<file path="src/rtl/cdr_loop_filter.sv">
// cdr_loop_filter: bang-bang phase detector with vote accumulator, post-step
// hold-off and lock detection, driving single-cycle inc/dec rotator requests.
`default_nettype none

module cdr_loop_filter #(
  parameter int THRESH  = 8,
  parameter int ACC_W   = 6,
  parameter int HOLDOFF = 4
) (
  input  logic             clk,
  input  logic             rst,
  input  logic             sample_valid,
  input  logic             s_early,
  input  logic             s_edge,
  input  logic             s_late,
  output logic             inc,
  output logic             dec,
  output logic             locked,
  output logic [ACC_W-1:0] acc
);

  localparam logic [ACC_W-1:0] C_POS  = ACC_W'(THRESH);
  localparam logic [ACC_W-1:0] C_NEG  = ACC_W'(-THRESH);
  localparam logic [3:0]       C_HOLD = 4'(HOLDOFF);

  typedef enum logic {S_TRACK, S_HOLD} state_t;
  typedef enum logic [1:0] {DIR_NONE, DIR_UP, DIR_DN} dir_t;

  state_t           state_q, state_d;
  dir_t             last_q, last_d;
  logic [ACC_W-1:0] acc_q, acc_d;
  logic [3:0]       hold_q, hold_d;
  logic             inc_q, inc_d;
  logic             dec_q, dec_d;
  logic             locked_q, locked_d;
  logic [ACC_W-1:0] acc_nx;

  // A transition exists only when early and late disagree; the edge sample
  // then sides with one of them and tells which way the clock is off.
  logic vote_up, vote_dn, trans;
  assign trans   = sample_valid & (s_early ^ s_late);
  assign vote_up = trans & ~(s_edge ^ s_late);
  assign vote_dn = trans & ~(s_edge ^ s_early);

  always_ff @(posedge clk or negedge rst) begin
    if (!rst) begin
      state_q  <= S_TRACK;
      last_q   <= DIR_NONE;
      acc_q    <= '0;
      hold_q   <= '0;
      inc_q    <= 1'b0;
      dec_q    <= 1'b0;
      locked_q <= 1'b0;
    end else begin
      state_q  <= state_d;
      last_q   <= last_d;
      acc_q    <= acc_d;
      hold_q   <= hold_d;
      inc_q    <= inc_d;
      dec_q    <= dec_d;
      locked_q <= locked_d;
    end
  end

  always_comb begin
    state_d  = state_q;
    last_d   = last_q;
    acc_d    = acc_q;
    hold_d   = hold_q;
    inc_d    = 1'b0;
    dec_d    = 1'b0;
    locked_d = locked_q;
    acc_nx   = vote_up ? acc_q + ACC_W'(1) : acc_q - ACC_W'(1);

    case (state_q)
      S_TRACK: begin
        if (vote_up || vote_dn) begin
          if (acc_nx == C_POS || acc_nx == C_NEG) begin
            acc_d = '0;
            if (C_HOLD != 4'd0) begin
              state_d = S_HOLD;
              hold_d  = C_HOLD;
            end
            if (acc_nx == C_POS) begin
              inc_d  = 1'b1;
              last_d = DIR_UP;
              if (last_q == DIR_DN)      locked_d = 1'b1;
              else if (last_q == DIR_UP) locked_d = 1'b0;
            end else begin
              dec_d  = 1'b1;
              last_d = DIR_DN;
              if (last_q == DIR_UP)      locked_d = 1'b1;
              else if (last_q == DIR_DN) locked_d = 1'b0;
            end
          end else begin
            acc_d = acc_nx;
          end
        end
      end
      S_HOLD: begin
        acc_d  = '0;
        hold_d = hold_q - 4'd1;
        if (hold_q <= 4'd1) begin
          state_d = S_TRACK;
          hold_d  = '0;
        end
      end
      default: begin
        state_d = S_TRACK;
        hold_d  = '0;
      end
    endcase
  end

  assign inc    = inc_q;
  assign dec    = dec_q;
  assign locked = locked_q;
  assign acc    = acc_q;

endmodule

`default_nettype wire

</file>
<file path="config.mk">
export PLATFORM = sky130hd
export DESIGN_NAME = cdr_loop_filter
export DESIGN_NICKNAME = d
export VERILOG_FILES = /design/src/rtl/cdr_loop_filter.sv
export SDC_FILE = /design/constraint.sdc
export NUM_CORES = 1
export LEC_CHECK = 0
export BUFFER_PORTS_ARGS = -buffer_cell sky130_fd_sc_hd__buf_2
export CAP_MARGIN = 20
export CORE_MARGIN = 3
export CORE_UTILIZATION = 35
export CTS_CLUSTER_SIZE = 28
export DETAILED_ROUTE_END_ITERATION = 10
export PLACE_DENSITY_LB_ADDON = 0.15
export SLEW_MARGIN = 40
export SYNTH_ARGS = -nofsm -noshare
export SYNTH_HDL_FRONTEND = slang
export SYNTH_SLANG_ARGS = --single-unit
</file>
<file path="constraint.sdc">
create_clock -name clk -period 6 [get_ports clk]
set_input_delay 0.9 -clock clk [delete_from_list [all_inputs] [get_ports clk]]
set_output_delay 0.9 -clock clk [all_outputs]
set_load 0.03 [all_outputs]
</file>
; Word level (Yosys, flattened, before mapping)
; Index checks and enable logic that the tools add are counted.
[word_totals]
reg_bits = 16
input_bits = 6
out_inout_bits = 9
wordCells = 58
[op_classes]
add_sub_neg = 3
magnitude_cmp = 1
eq_ne = 6
muxes = 26
n_bitwise = 9
reduce_logical = 6
[ops]
columns = operator, n
row1 = $mux W6, 3
row2 = $mux W1, 16
row3 = $mux W4, 3
row4 = $pmux W6 S2, 1
row5 = $pmux W4 S2, 1
row6 = $add A6 B1 Y6 const B, 1
row7 = $eq A6 B4 Y1 const B, 1
row8 = $eq A6 B6 Y1 const B, 1
row9 = $sub A6 B1 Y6 const B, 1
row10 = $le A4 B1 Y1 const B, 1
row11 = $ne A2 B2 Y1 const B, 2
row12 = $reduce_and A4 Y1, 1
row13 = $sub A4 B1 Y4 const B, 1
row14 = $and A1 B1 Y1, 3
row15 = $not A1 Y1, 3
row16 = $reduce_and A3 Y1, 1
row17 = $xor A1 B1 Y1, 3
row18 = $eq A2 B1 Y1 const B, 1
row19 = $eq A2 B2 Y1 const B, 1
row20 = $logic_or A1 B1 Y1, 2
row21 = $mux W2, 1
row22 = $pmux W1 S2, 1
row23 = $reduce_and A2 Y1, 1
row24 = $reduce_bool A2 Y1, 1

; Longest topological paths before layout
; Gate-level depths: netlist of the first run.
[logic_depth]
ltp_word = 9
mapped_depth = 10
depth_no_buf = 10

; Worst setup path before layout of the first run
; Ideal clock, no wire load.
[synth_path]
path_kind = input-to-reg
from = input s_early
to = register locked_q (netlist: locked)
setup_ps = 128
arrival_ps = 3659
required_ps = 5872
path_slack_ps = 2214
path_stages = 9
n_path_buf = 0
path_cell_list = xnor2_1 > or3_2 > ha_1 > and3_2 > o211a_1 > o211a_1 > o211a_1 > or4_1 > mux2_1
[synth_between]
elab_chain_cells = 7
[synth_lines]
columns = element, line
row1 = "start, declared", 13  ; input logic s_early,
row2 = $xor A1 B1 Y1, 41  ; assign trans = sample_valid & (s_early ^ s_late);
row3 = $and A1 B1 Y1, 41
row4 = $and A1 B1 Y1, 42  ; assign vote_up = trans & ~(s_edge ^ s_late);
row5 = $mux W6, 73  ; acc_nx = vote_up ? acc_q + ACC_W'(1) : acc_q - ACC_W'(1);
row6 = $eq A6 B4 Y1 or $eq A6 B6 Y1 (tied branches), "78, 84"
row7 = $logic_or A1 B1 Y1, 78  ; if (acc_nx == C_POS || acc_nx == C_NEG) begin
row8 = $reduce_and A4 Y1 (no line), -
row9 = "end signal, assigned", 61  ; locked_q <= locked_d;
row10 = "end, declared", 35  ; logic locked_q, locked_d;
; Several ways; a longest one is shown, not always the timed one.
; A chain may end at the register's enable or synchronous reset.

; Worst setup path after layout of the first run
[layout_path]
from = input s_late
to = register locked_q (netlist: locked)
[layout_between]
elab_chain_cells = 7
[layout_lines]
columns = element, line
row1 = "start, declared", 15  ; input logic s_late,
row2 = "$xor A1 B1 Y1, on equally long branches", "41, 42"
row3 = $and A1 B1 Y1 or $not A1 Y1 (tied branches), "41, 42"
row4 = $and A1 B1 Y1, 42
row5 = $mux W6, 73
row6 = $eq A6 B4 Y1 or $eq A6 B6 Y1 (tied branches), "78, 84"
row7 = $logic_or A1 B1 Y1, 78
row8 = $reduce_and A4 Y1 (no line), -
; Several ways; a longest one is shown, not always the timed one.

==> impl_metrics.env, run 1 <==
export IMPL_drv_slew=0
export IMPL_fin_setup_tns_ns=0
export IMPL_top_usage_layer="met2"
export IMPL_globalRouteOverflowTotal=0
export IMPL_grt_use_total=0.138
export IMPL_grt_max_degree=17
export IMPL_ys_seq_area_frac=0.376
export IMPL_startpoint="s_late"
export IMPL_cts_tree="yes"
export IMPL_crit_chain="buf_2, xnor2_1, or3_2, ha_1, nor2b_1, o21a_1, o21ai_0, a211oi_2, or4_1, mux2_1"
export IMPL_post_place_ws_ns=1.91
export IMPL_critPathArrivalTime_ns=3.98
export IMPL_synth_common_cells="dfrtp_1 (16), ha_1 (10), inv_1 (9)"
export IMPL_synth_top_area_frac=0.376
export IMPL_p_leak_uw=0.000587
export IMPL_cts_buffer_depth=2
export IMPL_use_met2=0.224
export IMPL_hold_class="flop to flop"
export IMPL_dpl_instance_area_mm2=0.00117
export IMPL_p_total_uw=644
export IMPL_io_buffer_count=14
export IMPL_start_util=0.377
export IMPL_die_w_um=61.2
export IMPL_routed_wl_um=2250
export IMPL_period_share=0.634
export IMPL_finalClockSkew_ns=0.00140
export IMPL_regArea_um2=400
export IMPL_area_delta_synth_final_pct=13.3
export IMPL_hold_buffers=0
export IMPL_dieArea_mm2=0.00374
export IMPL_hold_viol=0
export IMPL_final_area_mm2=0.00121
export IMPL_grt_use_met3=0.0356
export IMPL_setup_viol=0
export IMPL_timing_worst_setup_path_type="primary input to flop"
export IMPL_gp_congestion=0.837
export IMPL_postCtsSetupBuffers=0
export IMPL_required_ns=6.18
export IMPL_nFillCells=281
export IMPL_cp_end_kind="flop"
export IMPL_status="completed"
export IMPL_timing_fmax_mhz=263
export IMPL_min_from="locked"
export IMPL_grt_setup_unrepaired="false"
export IMPL_cts_max_level=1
export IMPL_crit_path_max_incr_delay_ns=0.56
export IMPL_ys_ff_latch=16
export IMPL_period_minus_slack_ns=3.81
export IMPL_ctsResizeCount=0
export IMPL_route_detailed_drc=0
export IMPL_synth_most_common_cell="dfrtp_1"
export IMPL_syn_area_mm2=0.00107
export IMPL_dr_total_vias=878
export IMPL_gr_usage_met1=0.182
export IMPL_cp_slowest_cell="or3_2"
export IMPL_cap_violations=0
export IMPL_cts_buffers=3
export IMPL_clock_sinks=16
export IMPL_synth_cells=105
export IMPL_vias_per_cell=5.74
export IMPL_worst_slew_pin_slew_ns=0.687
export IMPL_fp_dieH_um=61.2
export IMPL_grt_pass1_vias=846
export IMPL_grt_pass1_wl_um=3810
export IMPL_hpwl_um=1800
export IMPL_power_per_cell_area_mw_per_mm2=533
export IMPL_drive_gt1_frac=0.238
export IMPL_ant_nets=0
export IMPL_drt_wirelength_per_cell_um=14.7
export IMPL_ios=15
export IMPL_drt_initial_drc_count=24
export IMPL_avgSynthCellArea_um2=10.2
export IMPL_synth_nets=122
export IMPL_multi_input_comb_area_um2=628
export IMPL_synth_distinct_cells=43
export IMPL_r2r_start="acc[2]"
export IMPL_clockRootBuffer="clkbuf_4"
export IMPL_clock_latency_ns=0.28
export IMPL_rows=19
export IMPL_critPathMaxFanout=6
export IMPL_dr_pass1_iters=4
export IMPL_synth_edf_count=0
export IMPL_yosys_area_top_type="dfrtp_1"
export IMPL_synth_flop_cell="dfrtp_1"
export IMPL_synth_warnings=0
export IMPL_crit_path_start_kind="primary input"
export IMPL_fin_ws_ns=2.19
export IMPL_synth_area_top_cells="dfrtp_1 (38%), ha_1 (12%), inv_1 (3.2%)"
export IMPL_ir_worst_vdd_uv=204
export IMPL_async_flop_share=1.00
export IMPL_final_nets=140
export IMPL_grt_antenna_before_repair=0
export IMPL_slew_headroom=0.538
export IMPL_clk_pin_slew_worst_paths_ns=0.09
export IMPL_core_area_mm2=0.00283
export IMPL_antenna_cells=0
==> state kept, by name, indices dropped and copies added, names as in the netlist <==
signal	count
acc	6
dec	1
last_q	2
locked	1
inc	1
state_q	1
hold_q	4
==> metal layers <==
layer,part of all wire,vias up
met5,0,-
met4,0.0076,0
met3,0.042,2
met2,0.47,19
met1,0.48,427
li1,-,430
==> cell families (layout without fill, tap and decap cells) <==
logic type      Yosys count  in the layout  synth area share
simple gates             32             32             0.169
compound gates           30             30             0.230
flops                    16             16             0.376
fa+ha+maj                11             11             0.136
buf+inv                  10             27            0.0352
xor+xnor                  4              4            0.0329
mux                       2              2            0.0211
==> cells in the final DEF (no fill, tap or decap), types with 3 or more instances in the layout <==
cell type / instances
dfrtp_1: 16
buf_2: 14
ha_1: 10
inv_1: 9
nor2_1: 8
o21ai_0: 4
nor3_1: 4
or3_2: 3
o211a_1: 3
nand2_1: 3
a21oi_1: 3
clkbuf_4: 3
==> worst max-delay path, delay by kind of cell <==
kind            cells  cell delay, ns
compound gates      3            0.85
xor+xnor            1            0.17
fa+ha+maj           1            0.37
buf+inv             1            0.11
mux                 1            0.32
simple gates        3            1.26
==> layout make-up <==
cell class,count,share of cell area
Multi-Input combinational cell,79,0.520
Clock buffer,4,0.0301
Inverter,9,0.0280
Sequential cell,16,0.332
Timing Repair Buffer,14,0.0580
Tap cell,31,0.0321
==> per-stage QoR <==
step	hold slack (ns)	cells	util
global route	0.520	153	0.427
global placement	0.488	149	0.414
CTS	0.511	153	0.427
finish	0.500	153	0.427
floorplan	0.506	105	-
detailed placement	0.485	149	0.414
==> where the power goes <==
part / switching [uW] / leakage [uW] / internal (uW) / total [uW]
logic: 224 / 0.000361 / 160 / 384
clock network: 33.8 / 0.0000210 / 36.9 / 70.8
registers: 41.3 / 0.000206 / 148 / 189
total: 299 / 0.000587 / 345 / 644
==> path summary, 6_finish.rpt <==
check	endpoint	slack, ns	cells past startpoint
worst max register to register	locked	3.27	7
worst min-delay path	locked	0.50	1
min in group asynchronous	hold_q[0]	0.52	1
worst max-delay path	locked	2.19	10
worst min register to register	locked	0.50	1
max in group asynchronous	state_q	5.21	1
Power figures use the tool's default switching activity.
==> run 2, diff against run 1 <==
Settings changed: ABC_AREA set to 1.
Clock period 6 ns to 3.3 ns, I/O delays scaled along.
==> run 2 against run 1 <==
Compared with the run above:
- utilization up 0.28 points
- final area up 11%
- cell count up 42%
==> impl_metrics.env, run 2 <==
export IMPL_status="completed"
export IMPL_grt_antenna_before_repair=0
export IMPL_cts_tree="yes"
export IMPL_post_place_ws_ns=0.673
export IMPL_start_util=0.378
export IMPL_clock_latency_ns=0.28
export IMPL_ys_ff_latch=16
export IMPL_period_minus_slack_ns=2.32
export IMPL_required_ns=3.48
export IMPL_cts_buffer_depth=2
export IMPL_setup_viol=0
export IMPL_synthXorXnorAreaFrac=0.00741
export IMPL_drive_gt1_frac=0.220
export IMPL_dr_total_vias=979
export IMPL_area_delta_synth_final_pct=13.7
export IMPL_cts_buffers=3
export IMPL_vias_per_cell=4.51
export IMPL_cp_slowest_cell="fa_1"
export IMPL_r2r_start="acc[0]"
export IMPL_ios=15
export IMPL_crit_path_start_kind="primary input"
export IMPL_dr_pass1_iters=4
export IMPL_ir_worst_vdd_uv=324
export IMPL_cap_violations=0
export IMPL_grt_use_total=0.121
export IMPL_globalRouteOverflowTotal=0
export IMPL_final_cell_mix="nand2_1 (42), inv_1 (27), nand3_1 (18)"
export IMPL_crit_path_max_incr_delay_ns=0.37
export IMPL_synth_flop_cell="dfrtp_1"
export IMPL_layout_commonest_cell="nand2_1"
export IMPL_dieArea_mm2=0.00411
export IMPL_drt_initial_drc_count=45
export IMPL_crit_chain="buf_2, nor2_2, nor2_8, nand2_4, inv_1, fa_1, inv_1, nand2_1, a21oi_1, nand3_2, nor2_4, nand3_2, nand3_4, nand2_2, nand2_1, nand2_1"
export IMPL_clk_pin_slew_worst_paths_ns=0.09
export IMPL_synth_cells=155
export IMPL_finalClockSkew_ns=0.00166
export IMPL_period_share=0.702
export IMPL_power_per_cell_area_mw_per_mm2=860
export IMPL_cts_max_level=1
export IMPL_synth_edf_count=0
export IMPL_hpwl_um=1890
export IMPL_clock_sinks=16
export IMPL_fin_setup_tns_ns=0
export IMPL_postCtsSetupBuffers=0
export IMPL_cp_end_kind="flop"
export IMPL_synth_most_common_cell="nand2_1"
export IMPL_slew_headroom=0.751
export IMPL_grt_pass1_vias=918
export IMPL_largest_reg_flops=6
export IMPL_final_nets=191
export IMPL_grt_setup_unrepaired="false"
export IMPL_synth_distinct_cells=23
export IMPL_ctsResizeCount=0
export IMPL_ys_seq_area_frac=0.339
export IMPL_p_leak_uw=0.000770
export IMPL_rows=20
export IMPL_synth_compound_area_frac=0.0635
export IMPL_syn_area_mm2=0.00118
export IMPL_muxShareOfSynthArea=0
export IMPL_synth_common_cells="nand2_1 (42), inv_1 (27), nand3_1 (18)"
export IMPL_synth_fa_ha_area_frac=0.123
export IMPL_synth_top_area_frac=0.339
export IMPL_grt_pass1_wl_um=4040
export IMPL_avgSynthCellArea_um2=7.63
export IMPL_synthSimpleGateAreaFrac=0.379
export IMPL_critPathArrivalTime_ns=2.50
export IMPL_hold_class="primary input to async pin"
export IMPL_drv_slew=0
export IMPL_reg2reg_depth=12
export IMPL_antenna_cells=0
export IMPL_fin_ws_ns=0.984
export IMPL_route_detailed_drc=0
export IMPL_synth_area_top_cells="dfrtp_1 (34%), nand2_1 (13%), ha_1 (11%)"
export IMPL_io_buffer_count=14
export IMPL_fp_dieH_um=64.1
export IMPL_hold_viol=0
export IMPL_routed_wl_um=2290
export IMPL_worst_slew_pin_slew_ns=0.373
export IMPL_drt_wirelength_per_cell_um=10.5
export IMPL_grt_max_degree=17
export IMPL_startpoint="s_late"
export IMPL_r2r_end="hold_q[0]"
export IMPL_clockRootBuffer="clkbuf_4"
export IMPL_timing_critical_path_mode_cell="nand2_1"
export IMPL_core_area_mm2=0.00313
export IMPL_critPathMaxFanout=8
export IMPL_gp_congestion=0.749
export IMPL_synth_nets=172
export IMPL_timing_worst_setup_path_type="primary input to flop"
export IMPL_yosys_area_top_type="dfrtp_1"
export IMPL_ant_nets=0
export IMPL_hold_buffers=0
export IMPL_rrSetupSlack_ns=1.10
export IMPL_die_w_um=64.1
export IMPL_timing_fmax_mhz=432
export IMPL_synth_top_family_by_area="simple AND/OR/NAND/NOR gates"
export IMPL_async_flop_share=1.00
export IMPL_synth_warnings=0
==> run 2: changes by cell type after synthesis, sizes merged, moves of 3 or more <==
cell and delta:
a211oi -3, nand2 +46, nand3 +25, inv +19, o21ai +3, or3 -4
nor3 -3, o211a -3
==> run 2: worst max path at each step <==
stage / endpoint / slack (ns)
after floorplan: hold_q[3] / 1.01
after global placement: hold_q[1] / 0.66
after detailed placement: hold_q[2] / 0.67
after CTS: hold_q[2] / 0.99
after global routing: hold_q[2] / 0.80
final: hold_q[0] / 0.98
==> run 2: metal layers <==
metal	vias to the layer above	routed length [um]	track usage
met2	12	1090	0.199
met3	0	83	0.0351
met1	440	1120	0.162
li1	527	-	-
met4	0	0	0.0158
met5	-	0	0
==> run 2: cell families (layout without fill, tap and decap cells) <==
kind of cell,Yosys count,after routing
XOR/XNOR,1,1
AND/OR/NAND/NOR,85,85
AO/OA/AOI/OAI,14,14
adder cells (fa/ha/maj),11,11
flip-flops,16,16
buffers and inverters,28,46
==> run 2: metrics by stage <==
| stage | utilization | std cells | hold slack [ns] | instance area (um^2) | total power (uW) |
|---|---|---|---|---|---|
| floorplan | - | 155 | 0.199 | 1180 | 882 |
| global placement | 0.418 | 213 | 0.432 | 1310 | 1030 |
| detailed placement | 0.418 | 213 | 0.438 | 1310 | 1040 |
| CTS | 0.430 | 217 | 0.115 | 1340 | 1180 |
| global route | 0.430 | 217 | 0.121 | 1340 | 1280 |
| finish | 0.430 | 217 | 0.116 | 1340 | 1160 |
==> run 2: cell type report <==
cell class | instances | area (um^2)
fillers | 334 | 1780
multi-input cells | 111 | 677
flip-flops and latches | 16 | 400
inverters | 28 | 105
repair buffers | 14 | 70.1
well taps | 44 | 55.1
clock buffers | 4 | 36.3
==> run 2: power by group <==
group	switching (uW)	total [uW]	internal (uW)
clock	58.9	126	67.1
combinational	462	703	241
sequential	64.6	327	262
==> run 2: worst max-delay path: cells and delay by family <==
kind / cells / cell delay, ns
AOI/OAI and AO/OA: 1 / 0.15
adders and majority gates: 1 / 0.37
buffers and inverters: 3 / 0.26
and+or+nand+nor: 11 / 1.20
